**src/rtl/rv_pkg.sv**
```systemverilog
// Shared integer-pipeline definitions: widths, x0, and the
// write-back result record produced by every execute unit.
package rv_pkg;

  localparam int XLEN = 32;
  localparam int AW   = 5;

  localparam logic [AW-1:0] REG_X0 = 5'd0;

  typedef struct packed {
    logic [AW-1:0]   rd;
    logic [XLEN-1:0] data;
  } wb_result_t;

endpackage

```
**src/rtl/rr_arbiter.sv**
```systemverilog
// Round-robin arbiter: one-hot grant searching from ptr upward,
// ptr moves past the winner whenever advance is asserted.
module rr_arbiter #(
  parameter int N = 3
) (
  input  logic         clk,
  input  logic         rst_n,
  input  logic [N-1:0] req,
  input  logic         advance,
  output logic [N-1:0] grant
);

  localparam int PW = (N > 1) ? $clog2(N) : 1;

  logic [PW-1:0] ptr;
  logic [PW-1:0] gidx;
  logic [PW-1:0] ptr_nxt;
  logic          found;

  always_comb begin
    int j;
    j     = 0;
    grant = '0;
    gidx  = '0;
    found = 1'b0;
    for (int k = 0; k < N; k++) begin
      j = int'(ptr) + k;
      if (j >= N) j = j - N;
      if (!found && req[j]) begin
        grant[j] = 1'b1;
        gidx     = PW'(j);
        found    = 1'b1;
      end
    end
    // Nothing may be accepted while reset is held.
    if (!rst_n) grant = '0;
  end

  assign ptr_nxt = (gidx == PW'(N - 1)) ? '0 : gidx + 1'b1;

  always_ff @(posedge clk or negedge rst_n) begin
    if (!rst_n) begin
      ptr <= '0;
    end else if (advance) begin
      ptr <= ptr_nxt;
    end
  end

endmodule

```
**src/rtl/regfile_wb_arbiter.sv**
```systemverilog
// Shares the register-file write port between result producers
// and tracks outstanding destination registers for RAW checks.
module regfile_wb_arbiter #(
  parameter int NREQ = 3,
  parameter int XLEN = rv_pkg::XLEN,
  parameter int AW   = rv_pkg::AW
) (
  input  logic                 clk,
  input  logic                 rst_n,
  input  logic [NREQ-1:0]      req_valid,
  output logic [NREQ-1:0]      req_ready,
  input  logic [NREQ*AW-1:0]   req_rd,
  input  logic [NREQ*XLEN-1:0] req_data,
  input  logic                 iss_valid,
  input  logic [AW-1:0]        iss_rd,
  output logic                 rf_we,
  output logic [AW-1:0]        rf_waddr,
  output logic [XLEN-1:0]      rf_wdata,
  output logic [2**AW-1:0]     busy
);

  import rv_pkg::*;

  localparam int NR = 2**AW;

  logic [NREQ-1:0] grant;
  logic            acc;
  logic [AW-1:0]   sel_rd;
  logic [XLEN-1:0] sel_data;
  logic            wr_real;
  logic [NR-1:0]   busy_nxt;

  rr_arbiter #(.N(NREQ)) u_arb (
    .clk     (clk),
    .rst_n   (rst_n),
    .req     (req_valid),
    .advance (acc),
    .grant   (grant)
  );

  assign req_ready = grant;
  assign acc       = |grant;

  always_comb begin
    sel_rd   = '0;
    sel_data = '0;
    for (int i = 0; i < NREQ; i++) begin
      if (grant[i]) begin
        sel_rd   = sel_rd   | req_rd[i*AW +: AW];
        sel_data = sel_data | req_data[i*XLEN +: XLEN];
      end
    end
  end

  assign wr_real = acc && (sel_rd != AW'(REG_X0));

  always_ff @(posedge clk or negedge rst_n) begin
    if (!rst_n) begin
      rf_we    <= 1'b0;
      rf_waddr <= '0;
      rf_wdata <= '0;
    end else begin
      rf_we <= wr_real;
      if (acc) begin
        rf_waddr <= sel_rd;
        rf_wdata <= sel_data;
      end
    end
  end

  // Set is applied after clear so a newer producer stays outstanding.
  always_comb begin
    busy_nxt = busy;
    if (wr_real) busy_nxt[sel_rd] = 1'b0;
    if (iss_valid && iss_rd != AW'(REG_X0))
      busy_nxt[iss_rd] = 1'b1;
    busy_nxt[0] = 1'b0;
  end

  always_ff @(posedge clk or negedge rst_n) begin
    if (!rst_n) begin
      busy <= '0;
    end else begin
      busy <= busy_nxt;
    end
  end

endmodule

```
**config.mk**
```make
export PLATFORM = sky130hd
export DESIGN_NAME = regfile_wb_arbiter
export DESIGN_NICKNAME = d
export VERILOG_FILES = /design/src/rtl/rv_pkg.sv /design/src/rtl/rr_arbiter.sv /design/src/rtl/regfile_wb_arbiter.sv
export SDC_FILE = /design/constraint.sdc
export NUM_CORES = 1
export LEC_CHECK = 0
export ABC_AREA = 1
export BUFFER_PORTS_ARGS = -buffer_cell sky130_fd_sc_hd__buf_2
export CORE_MARGIN = 2
export CORE_UTILIZATION = 46
export DETAILED_ROUTE_END_ITERATION = 8
export GPL_ROUTABILITY_DRIVEN = 0
export PLACE_DENSITY = 0.81
export SYNTH_ARGS = -nofsm -noshare
export SYNTH_HDL_FRONTEND = slang
export SYNTH_HIERARCHICAL = 1
export SYNTH_SLANG_ARGS = --single-unit
```
**constraint.sdc**
```tcl
create_clock -name clk -period 3 [get_ports clk]
set_clock_uncertainty 0.15 [all_clocks]
set_input_delay 0.15 -clock clk [delete_from_list [all_inputs] [get_ports clk]]
set_output_delay 0.15 -clock clk [all_outputs]
set_load 0.03 [all_outputs]
```
==> metrics <==
setup-violating endpoint count in the final report 0; Core Rows 33; status complete, no violations; Port-buffer cells 193; max_cap viols 0; number of levels the H-tree was split into 3; Max Clk Rate 349 MHz; Clk Tree Root Cell sky130_fd_sc_hd__clkbuf_8; Clock Latency Late Sink 330 ps; first-pass GRT wire length 24700 µm; flip-flop and latch count after synthesis 71; share of the synthesized area in the top cell type 45.9%; Post-Place Cell Area 4930 µm²; largest cells by area after synthesis sky130_fd_sc_hd__dfrtp_1 (46%), sky130_fd_sc_hd__nand2_1 (25%), sky130_fd_sc_hd__nand4_1 (5.8%), sky130_fd_sc_hd__nand3_1 (4.5%), sky130_fd_sc_hd__inv_1 (2.2%); number of global-route vias before repair 5084; first-pass iteration count of the detailed router 5; number of CTS-inserted buffers 9; IR Drop Worst-Case VDD 0.593 mV; Worst Max-Slew Pin Slew 653 ps; number of synthesized flops with an enable pin 0; share of the clock period used by the worst path 95.6%; number of max-slew violations in the final report 0; net count reported at finish 942; post-layout minimum cycle time 2870 ps; maximum number of pins on one net before global-route repair 44; Core Footprint 8180 µm²; 1st-iter DRT viols 439; pwr/cell area 1100 nW/µm²; unrepaired setup endpoints after global routing yes; data arrival time of the critical path 2940 ps; core utilization of the finished layout 76.0%; GRT Total Usage 35.8%; average instance area after synthesis 7.48 µm²; cells after synthesis 517; final instance area 6210 µm²; Setup WS pre-CTS 134 ps; routed wire length 15600 µm; share of the yosys chip area belonging to registers 45.9%; tightest hold margin 24.6 ps; clock transition time at the flip-flop clock pins of the worst setup and hold paths 70 ps; Via Count 5094; Required @ worst endpoint 3080 ps; leakage power of the design 3.23 nW; Die Span Y 95.7 µm; most instantiated cells after synthesis sky130_fd_sc_hd__nand2_1 (258), sky130_fd_sc_hd__dfrtp_1 (71), sky130_fd_sc_hd__nand4_1 (36); global-route congestion overflow total 0; number of distinct library cells after synthesis 28; Worst Setup End Kind flip-flop; Async S/R FF share, synth 100%; vias per inst 5.50; antenna violations before repair 1; number of standard cells in the layout, taps in and fillers out 927; critical path peak fanout 7; worst setup path class reg2reg; number of top-level pins 195; area leader, netlist sky130_fd_sc_hd__dfrtp_1; most common cell in the synthesized netlist sky130_fd_sc_hd__nand2_1; Initial Utilization 47.3%; width of the die 95.7 µm; synthesis-to-finish area growth 60.6%; cell area after technology mapping 3870 µm²; fraction of final layout cells sized beyond drive strength 1 32.1%; HPWL after DPL 9510 µm; syn nets 643; drt wl/cell 16.9 µm; CP Launch Type flip-flop; max_slew headroom 56.2%; final worst slack 131 ps; area of the multi-input gates 1880 µm²; CTS tree yes; number of buffers between clock root and the deepest sink 2; worst hold-check path type in2reg; register area 1780 µm²; Synth Warn # 6; Die Footprint 9160 µm²; Num Clock Sinks 71; most used flip-flop cell after synthesis sky130_fd_sc_hd__dfrtp_1; filler cell count 558; endpoints failing hold 0; DRC violation count after routing 0; dpl cells 805; Antenna Nets Post-Route 0
-- final timing paths --
check	from	to	slack, ps	cells past startpoint
max in group asynchronous	rst_n	rf_wdata[6]$_DFFE_PN0P_	1700	3
min reg2reg	rf_waddr[2]$_DFFE_PN0P_	rf_waddr[2]$_DFFE_PN0P_	330	2
min in group asynchronous	rst_n	u_arb/ptr[1]$_DFFE_PN0P_	130	2
max reg2reg	u_arb/ptr[0]$_DFFE_PN0P_	busy[20]$_DFF_PN0_	130	17
min	iss_rd[1]	busy[13]$_DFF_PN0_	20	4
max	u_arb/ptr[0]$_DFFE_PN0P_	busy[20]$_DFF_PN0_	130	17
-- repair_timing --
action | 4_1_cts | 5_1_grt
hold buffers | 100 | 0
resized for setup | 1 | 13
endpoints found under the hold margin | 62 | 0
pin swaps | 0 | 2
setup buffers | 0 | 5
endpoints found under the setup margin | 1 | 67
-- critical path, stage by stage, from the launching register on --
cell and delay (ps):
sky130_fd_sc_hd__dfrtp_1 420, sky130_fd_sc_hd__inv_1 100, sky130_fd_sc_hd__ha_2 330, sky130_fd_sc_hd__inv_2 100, sky130_fd_sc_hd__nand2_1 50, sky130_fd_sc_hd__nand3_1 70, sky130_fd_sc_hd__nand2_2 90, sky130_fd_sc_hd__nand3b_1 120
sky130_fd_sc_hd__o211ai_1 120, sky130_fd_sc_hd__nand2_1 120, sky130_fd_sc_hd__clkinvlp_4 190, sky130_fd_sc_hd__buf_4 190, sky130_fd_sc_hd__nand2_1 100, sky130_fd_sc_hd__nand3_4 140, sky130_fd_sc_hd__inv_2 140, sky130_fd_sc_hd__nand2_1 120
sky130_fd_sc_hd__o21ai_1 140, sky130_fd_sc_hd__nand2_1 70
-- per-layer routing --
metal	track usage (%)	part of all wire, %
met4	26.4	7.1
met5	0	0
met2	55.7	47
met1	41.2	36
met3	11.6	9.5
-- power by group --
part / internal [W] / total [W] / leakage, nW / switching [W]
Sequential: 0.00145 / 0.00174 / 0.862 / 0.000298
Combinational: 0.00136 / 0.00433 / 2.28 / 0.00296
Clock: 0.000376 / 0.000738 / 0.0871 / 0.000362
Total: 0.00318 / 0.00681 / 3.23 / 0.00362
-- state kept, by name, summed over array words and instances, names as in the netlist --
name,count
rf_waddr,5
rf_we,1
busy,31
u_arb/ptr,2
rf_wdata,32
-- layout by cell type (no fill, tap or decap), types with 3 or more instances in the layout --
cell type / netlist / layout
sky130_fd_sc_hd__o21ai_1: 14 / 14
sky130_fd_sc_hd__nand3_2: 6 / 6
sky130_fd_sc_hd__clkbuf_8: 0 / 9
sky130_fd_sc_hd__nand2_1: 258 / 257
sky130_fd_sc_hd__nor2_4: 3 / 4
sky130_fd_sc_hd__dlygate4sd3_1: 0 / 100
sky130_fd_sc_hd__buf_4: 2 / 11
sky130_fd_sc_hd__inv_2: 7 / 7
sky130_fd_sc_hd__nand3_1: 35 / 35
sky130_fd_sc_hd__nor2_1: 11 / 11
sky130_fd_sc_hd__inv_1: 23 / 21
sky130_fd_sc_hd__clkinvlp_4: 0 / 5
sky130_fd_sc_hd__buf_2: 3 / 191
sky130_fd_sc_hd__nand2_2: 6 / 7
sky130_fd_sc_hd__dfrtp_1: 71 / 71
sky130_fd_sc_hd__nor3_1: 4 / 4
sky130_fd_sc_hd__nand4_1: 36 / 36
sky130_fd_sc_hd__nand3_4: 3 / 3
sky130_fd_sc_hd__nor2_2: 6 / 5
-- stage by stage --
step                      power (W)  TNS (ps)
after global placement      0.00558         0
after floorplan             0.00453         0
final                       0.00681         0
after detailed placement    0.00568         0
after CTS                   0.00652         0
after global routing        0.00725     -60.4
-- cell families (layout without fill, tap and decap cells) --
kind of cell / Yosys count / after routing / share of synthesized area, %
other: 1 / 3 / 0.0970
AOI/OAI and AO/OA: 20 / 20 / 2.88
and+or+nand+nor: 372 / 372 / 43.8
DFF: 71 / 71 / 45.9
adders and majority gates: 4 / 4 / 1.29
buffers and inverters: 49 / 352 / 6.02
-- final cells by class --
class,instances,area share [%]
clock buffer,9,1.99
sequential,71,28.6
inverter,30,1.93
tap,105,2.12
antenna,2,0.0806
timing repair buffer,307,34.0
multi-input combinational,397,30.2
clock inverter,6,1.01
(Power assumes the default switching activity.)
